`config.mk`:
```
export PLATFORM = sky130hd
export DESIGN_NAME = sr32_arbiter
export DESIGN_NICKNAME = d
export VERILOG_FILES = /design/src/rtl/sr32_pkg.sv /design/src/rtl/rr_pick.sv /design/src/rtl/sr32.sv /design/src/rtl/sr32_arbiter.sv
export SDC_FILE = /design/constraint.sdc
export NUM_CORES = 1
export LEC_CHECK = 0
export CAP_MARGIN = 20
export CORE_ASPECT_RATIO = 0.8
export CORE_MARGIN = 10
export CORE_UTILIZATION = 49
export DETAILED_ROUTE_END_ITERATION = 6
export PLACE_DENSITY = 0.88
export SLEW_MARGIN = 20
export SYNTH_ARGS = -nofsm -noshare
export SYNTH_HDL_FRONTEND = slang
export SYNTH_SLANG_ARGS = --single-unit
```
`constraint.sdc`:
```
create_clock -name clk -period 3.8 [get_ports clk]
set_input_delay 0.76 -clock clk [delete_from_list [all_inputs] [get_ports clk]]
set_output_delay 0.76 -clock clk [all_outputs]
set_load 0.03 [all_outputs]
```
`src/rtl/sr32_pkg.sv`:
```
// rtl/sr32_pkg.sv - shared types and widths for the sr32 shifter arbiter
package sr32_pkg;

  localparam int SHAMT_W = 5;
  localparam int CNT_W   = 16;
  localparam int PTR_W   = 2;

  typedef struct packed {
    logic [31:0]        data;
    logic [SHAMT_W-1:0] shamt;
    logic               arith;
  } shift_req_t;

endpackage

```
`src/rtl/rr_pick.sv`:
```
// rtl/rr_pick.sv - rotating-priority one-hot picker starting at ptr
module rr_pick #(
  parameter int N     = 2,
  parameter int PTR_W = 2
) (
  input  logic [N-1:0]     eligible,
  input  logic [PTR_W-1:0] ptr,
  output logic [N-1:0]     grant
);

  logic found;

  // Walk distance k from ptr; the first eligible index reached wins.
  always_comb begin
    grant = '0;
    found = 1'b0;
    for (int k = 0; k < N; k++) begin
      for (int i = 0; i < N; i++) begin
        if (!found && eligible[i] && (((int'(ptr) + k) % N) == i)) begin
          grant[i] = 1'b1;
          found    = 1'b1;
        end
      end
    end
  end

endmodule

```
`src/rtl/sr32.sv`:
```
// rtl/sr32.sv - combinational 32-bit logical/arithmetic right shifter
module sr32 (
  input  logic [31:0] in,
  input  logic [4:0]  shamt,
  input  logic        arithmetic,
  output logic [31:0] out
);

  assign out = arithmetic ? 32'($signed(in) >>> shamt) : (in >> shamt);

endmodule

```
`src/rtl/sr32_arbiter.sv`:
```
// rtl/sr32_arbiter.sv - round-robin sharing of one sr32 across N_REQ lanes
module sr32_arbiter
  import sr32_pkg::*;
#(
  parameter int N_REQ = 2,
  parameter int W     = 32
) (
  input  logic                 clk,
  input  logic                 n_rst,
  input  logic [N_REQ-1:0]     req_valid,
  output logic [N_REQ-1:0]     req_ready,
  input  logic [N_REQ*W-1:0]   req_data,
  input  logic [N_REQ*5-1:0]   req_shamt,
  input  logic [N_REQ-1:0]     req_arith,
  output logic [N_REQ-1:0]     rsp_valid,
  input  logic [N_REQ-1:0]     rsp_ready,
  output logic [N_REQ*W-1:0]   rsp_data,
  output logic [CNT_W-1:0]     grant_cnt
);

  logic [N_REQ-1:0]   rsp_valid_q, rsp_valid_d;
  logic [N_REQ*W-1:0] rsp_data_q, rsp_data_d;
  logic [PTR_W-1:0]   ptr_q, ptr_d;
  logic [CNT_W-1:0]   cnt_q, cnt_d;

  logic [N_REQ-1:0]   slot_free;
  logic [N_REQ-1:0]   eligible;
  logic [N_REQ-1:0]   pick;
  logic [N_REQ-1:0]   grant;
  shift_req_t         sel;
  logic [31:0]        shift_out;

  // A buffer being drained this cycle can take a new result at the same edge.
  assign slot_free = ~rsp_valid_q | rsp_ready;
  assign eligible  = req_valid & slot_free;

  rr_pick #(
    .N     (N_REQ),
    .PTR_W (PTR_W)
  ) u_pick (
    .eligible (eligible),
    .ptr      (ptr_q),
    .grant    (pick)
  );

  assign grant     = pick & {N_REQ{n_rst}};
  assign req_ready = grant;

  always_comb begin
    sel = '0;
    for (int i = 0; i < N_REQ; i++) begin
      if (grant[i]) begin
        sel.data  = req_data[W*i +: W];
        sel.shamt = req_shamt[SHAMT_W*i +: SHAMT_W];
        sel.arith = req_arith[i];
      end
    end
  end

  sr32 u_sr32 (
    .in         (sel.data),
    .shamt      (sel.shamt),
    .arithmetic (sel.arith),
    .out        (shift_out)
  );

  always_comb begin
    rsp_valid_d = rsp_valid_q;
    rsp_data_d  = rsp_data_q;
    ptr_d       = ptr_q;
    cnt_d       = cnt_q;
    for (int i = 0; i < N_REQ; i++) begin
      if (grant[i]) begin
        rsp_valid_d[i]       = 1'b1;
        rsp_data_d[W*i +: W] = shift_out;
        ptr_d                = PTR_W'((i + 1) % N_REQ);
      end else if (rsp_ready[i]) begin
        rsp_valid_d[i] = 1'b0;
      end
    end
    if (|grant) begin
      cnt_d = cnt_q + CNT_W'(1);
    end
  end

  always_ff @(posedge clk) begin
    if (!n_rst) begin
      rsp_valid_q <= '0;
      rsp_data_q  <= '0;
      ptr_q       <= '0;
      cnt_q       <= '0;
    end else begin
      rsp_valid_q <= rsp_valid_d;
      rsp_data_q  <= rsp_data_d;
      ptr_q       <= ptr_d;
      cnt_q       <= cnt_d;
    end
  end

  assign rsp_valid = rsp_valid_q;
  assign rsp_data  = rsp_data_q;
  assign grant_cnt = cnt_q;

  a_grant_onehot: assert property (@(posedge clk) $onehot0(req_ready));

  // A waiting requester must keep its request unchanged until accepted.
  for (genvar g = 0; g < N_REQ; g++) begin : g_stable
    a_req_stable: assert property (@(posedge clk) disable iff (!n_rst)
      (req_valid[g] && !req_ready[g]) |=>
        (req_valid[g] && $stable(req_data[W*g +: W]) &&
         $stable(req_shamt[SHAMT_W*g +: SHAMT_W]) && $stable(req_arith[g])));
  end

endmodule

```
==> results of run 1 <==
layout make-up:
class                   count  share of cell area (%)
clock inverters             7                   0.945
multi-input cells         629                    44.2
inverters                   5                   0.215
well taps                 148                    2.12
flip-flops and latches     83                    19.0
repair buffers            302                    30.9
clock buffers               9                    2.58
layer usage:
layer | GRT usage [%] | share of wire (%) | wire [um]
met5 | 0 | 0.052 | 13
met4 | 5.93 | 1.3 | 340
met3 | 8.19 | 11 | 2660
met2 | 45.3 | 45 | 11400
met1 | 38.3 | 43 | 10800
layout by cell type (no fill, tap or decap), drive strengths merged, types with 31 or more instances in the layout:
cell type and count:
clkdlybuf4s50 162, nor2 67, o21ai 67, o22ai 31, a21oi 48, nand2 103, nand3 66, buf 140
dfxtp 83
sequential cells by signal, summed over array words and instances (netlist names):
| signal | cells |
|---|---|
| rsp_data | 64 |
| grant_cnt | 16 |
| rsp_valid | 2 |
| ptr_q | 1 |
per-stage QoR:
step / utilization [%] / setup TNS, ns / setup slack (ns) / instances / hold WS (ns)
finish: 75.6 / 0 / 0.151 / 1183 / 0.459
detailed placement: 72.7 / -2.58 / -0.189 / 1166 / 0.451
CTS: 75.4 / 0 / 0.151 / 1182 / 0.459
global route: 75.6 / 0 / 0.0380 / 1183 / 0.481
floorplan: - / 0 / 0.688 / 779 / 0.491
global placement: 72.7 / -1.61 / -0.114 / 1166 / 0.444
kinds of logic after synthesis:
| logic type | share of synthesized area, % |
|---|---|
| xor gates and xnor gates | 1.80 |
| and+or+nand+nor | 23.9 |
| DFF | 28.5 |
| adders and majority gates | 0.215 |
| muxes | 4.98 |
| AOI/OAI and AO/OA | 34.9 |
| buffers and inverters | 5.67 |
what timing repair did:
item | 4_1_cts | 5_1_grt
setup endpoints to repair | 0 | 6
resized for setup | 0 | 3
buffers inserted | 0 | 1
final timing paths:
path | startpoint | end | slack (ns)
worst max-delay path | req_valid[1] | rsp_data[34] | 0.15
worst max register to register | rsp_valid[0] | rsp_data[44] | 0.64
worst min register to register | rsp_data[58] | rsp_data[58] | 0.46
worst min-delay path | rsp_data[58] | rsp_data[58] | 0.46
power groups by stage:
stage	combinational, mW	sequential [mW]	clock (mW)
6_report	1.33	0.991	0.906
2_1_floorplan	0.541	1.15	0
4_1_cts	1.30	0.990	0.907
5_1_grt	1.40	0.999	0.940
3_3_place_gp	1.28	1.00	0
3_5_place_dp	1.29	1.01	0
worst min-delay path, stage by stage (launching register included):
cell     delay [ns]
dfxtp_1        0.31
nand2_1        0.05
a21oi_1        0.05
==> results.yml, run 1 <==
timing:
  relSlewSlack_pct: 49.8
  setup_violations: 0
  finalHoldViolations: 0
  fin_crit_sh_pct: 96.0
  max_freq_ghz: 0.274
  slew_violations: 0
  rsz0062_at_grt: "no"
  finClkSkew_ns: 0.00765
  worst_pin_slew_ns: 0.751
  fin_crit_ns: 3.65
floorplanning:
  initial_utilization_pct: 50.4
  num_io_pins: 166
  die_h_um: 118
  coreArea_um2: 11600
  dieArea_um2: 16700
  die_w_um: 142
  rows: 35
cts:
  clkLatencyLatePin_ns: 0.34
  cts_tree: "built"
  h-tree-depth: 3
  cts_root_buf: "clkbuf_16"
  cts.clk_slew.worst_paths_ns: 0.07
  clk_path_buf_depth: 2
  hold_buffers: 0
  clock-sinks: 83
  cts_buffers: 9
synthesis:
  synth_edf_count: 0
  synth_area_um2: 5820
  synth.distinct_cells: 80
  synth-seq-cells: 83
  synthMostInstantiatedCell: "nand2_1"
  ys_async_sr_fraction_pct: 0
  ys_top_cells_by_area: "dfxtp_1, nand2_1, nand3_1"
  synthTopCellsByCount: "nand2_1, dfxtp_1, nand3_1, nor2_1, o21ai_0"
  synthCells: 779
  synth_fp_nets: 862
  synth_top_area_cell: "dfxtp_1"
  synthFlopType: "dfxtp_1"
  ys_seq_area_share_pct: 28.5
  syn_avg_cell_area_um2: 7.48
  ys_warn_count: 0
  synth_top_area_share_pct: 28.5
cells_and_area:
  syn2layout_area_growth_pct: 50.0
  fillers: 886
  num_antenna_cells: 0
  drive_above_1_share_pct: 18.8
  layout.nets: 1113
  multi_input_area_um2: 3860
  final_area_um2: 8730
  seqCellArea_um2: 1660
drt:
  first_pass_iters: 5
  routedWlPerCell_um: 21.3
  drtAntennaViolNets: 0
  viasPerCell: 6.19
  num_vias: 7325
  drt-initial-drc-count: 857
  routed_wl_um: 25200
  drc: 0
worst_setup_path:
  startpoint_type: "input port"
  cp-end-kind: "flip-flop"
  required_ns: 4.09
  crit_fanout: 19
  critPathKind: "input port to flip-flop"
  slowest_delay_ns: 0.53
  crit_top_cell: "buf_4"
  ff2ff_path_depth: 12
  cp_top_family: "compound AO/OA/AOI/OAI gates"
  cp.depth: 14
  crit_arrival_ns: 3.94
  crit_chain: "clkdlybuf4s50_1 -> inv_1 -> buf_4 -> a2111oi_4 -> buf_4 -> nor2_2 -> buf_12 -> mux2i_1 -> buf_4 -> a22oi_1 -> o211ai_1 -> a221oi_1 -> and3_1 -> a21o_1"
  critPathSlowestCell: "clkdlybuf4s50_1"
  worst-path-buf-inv: 6
placed_design:
  io_buffers: 165
  placed_area_um2: 8410
  dp_hpwl_um: 20100
  place_congestion: 1.06
power_and_ir_drop:
  p_per_area_nw_per_um2: 369
  p_leak_nw: 3.46
  irDropWorstVdd_v: 0.000231
  p_sw_mw: 1.18
  comb_power_share_pct: 41.2
  netSwitchingFraction_pct: 36.7
  pwr-share-seq_pct: 30.7
  power_mw: 3.22
  p_int_mw: 2.04
  power_frac_clock_pct: 28.1
global_routing:
  grt_util_all_layers_pct: 28.9
  grt_pass1_vias: 7199
  grt_pass1_wl_um: 39800
  grt_start_max_net_pins: 58
  antenna_found_initial: 1
  overflow: 0
min_path:
  hold_class: "flip-flop to flip-flop"
  hold_depth: 2
run:
  maxCapViolCount: 0
status:
  status: "complete, no violations"
Note: power is estimated with default switching activity, not from simulation.
==> run 2: changes to the inputs <==
--- a/config.mk
+++ b/config.mk
@@ -5,6 +5,7 @@
 export SDC_FILE = /design/constraint.sdc
 export NUM_CORES = 1
 export LEC_CHECK = 0
+export ABC_CLOCK_PERIOD_IN_PS = 3800
 export CAP_MARGIN = 20
 export CORE_ASPECT_RATIO = 0.8
 export CORE_MARGIN = 10
==> results of run 2 <==
No change in the layout: final DEF, timing and power equal those of run 1.
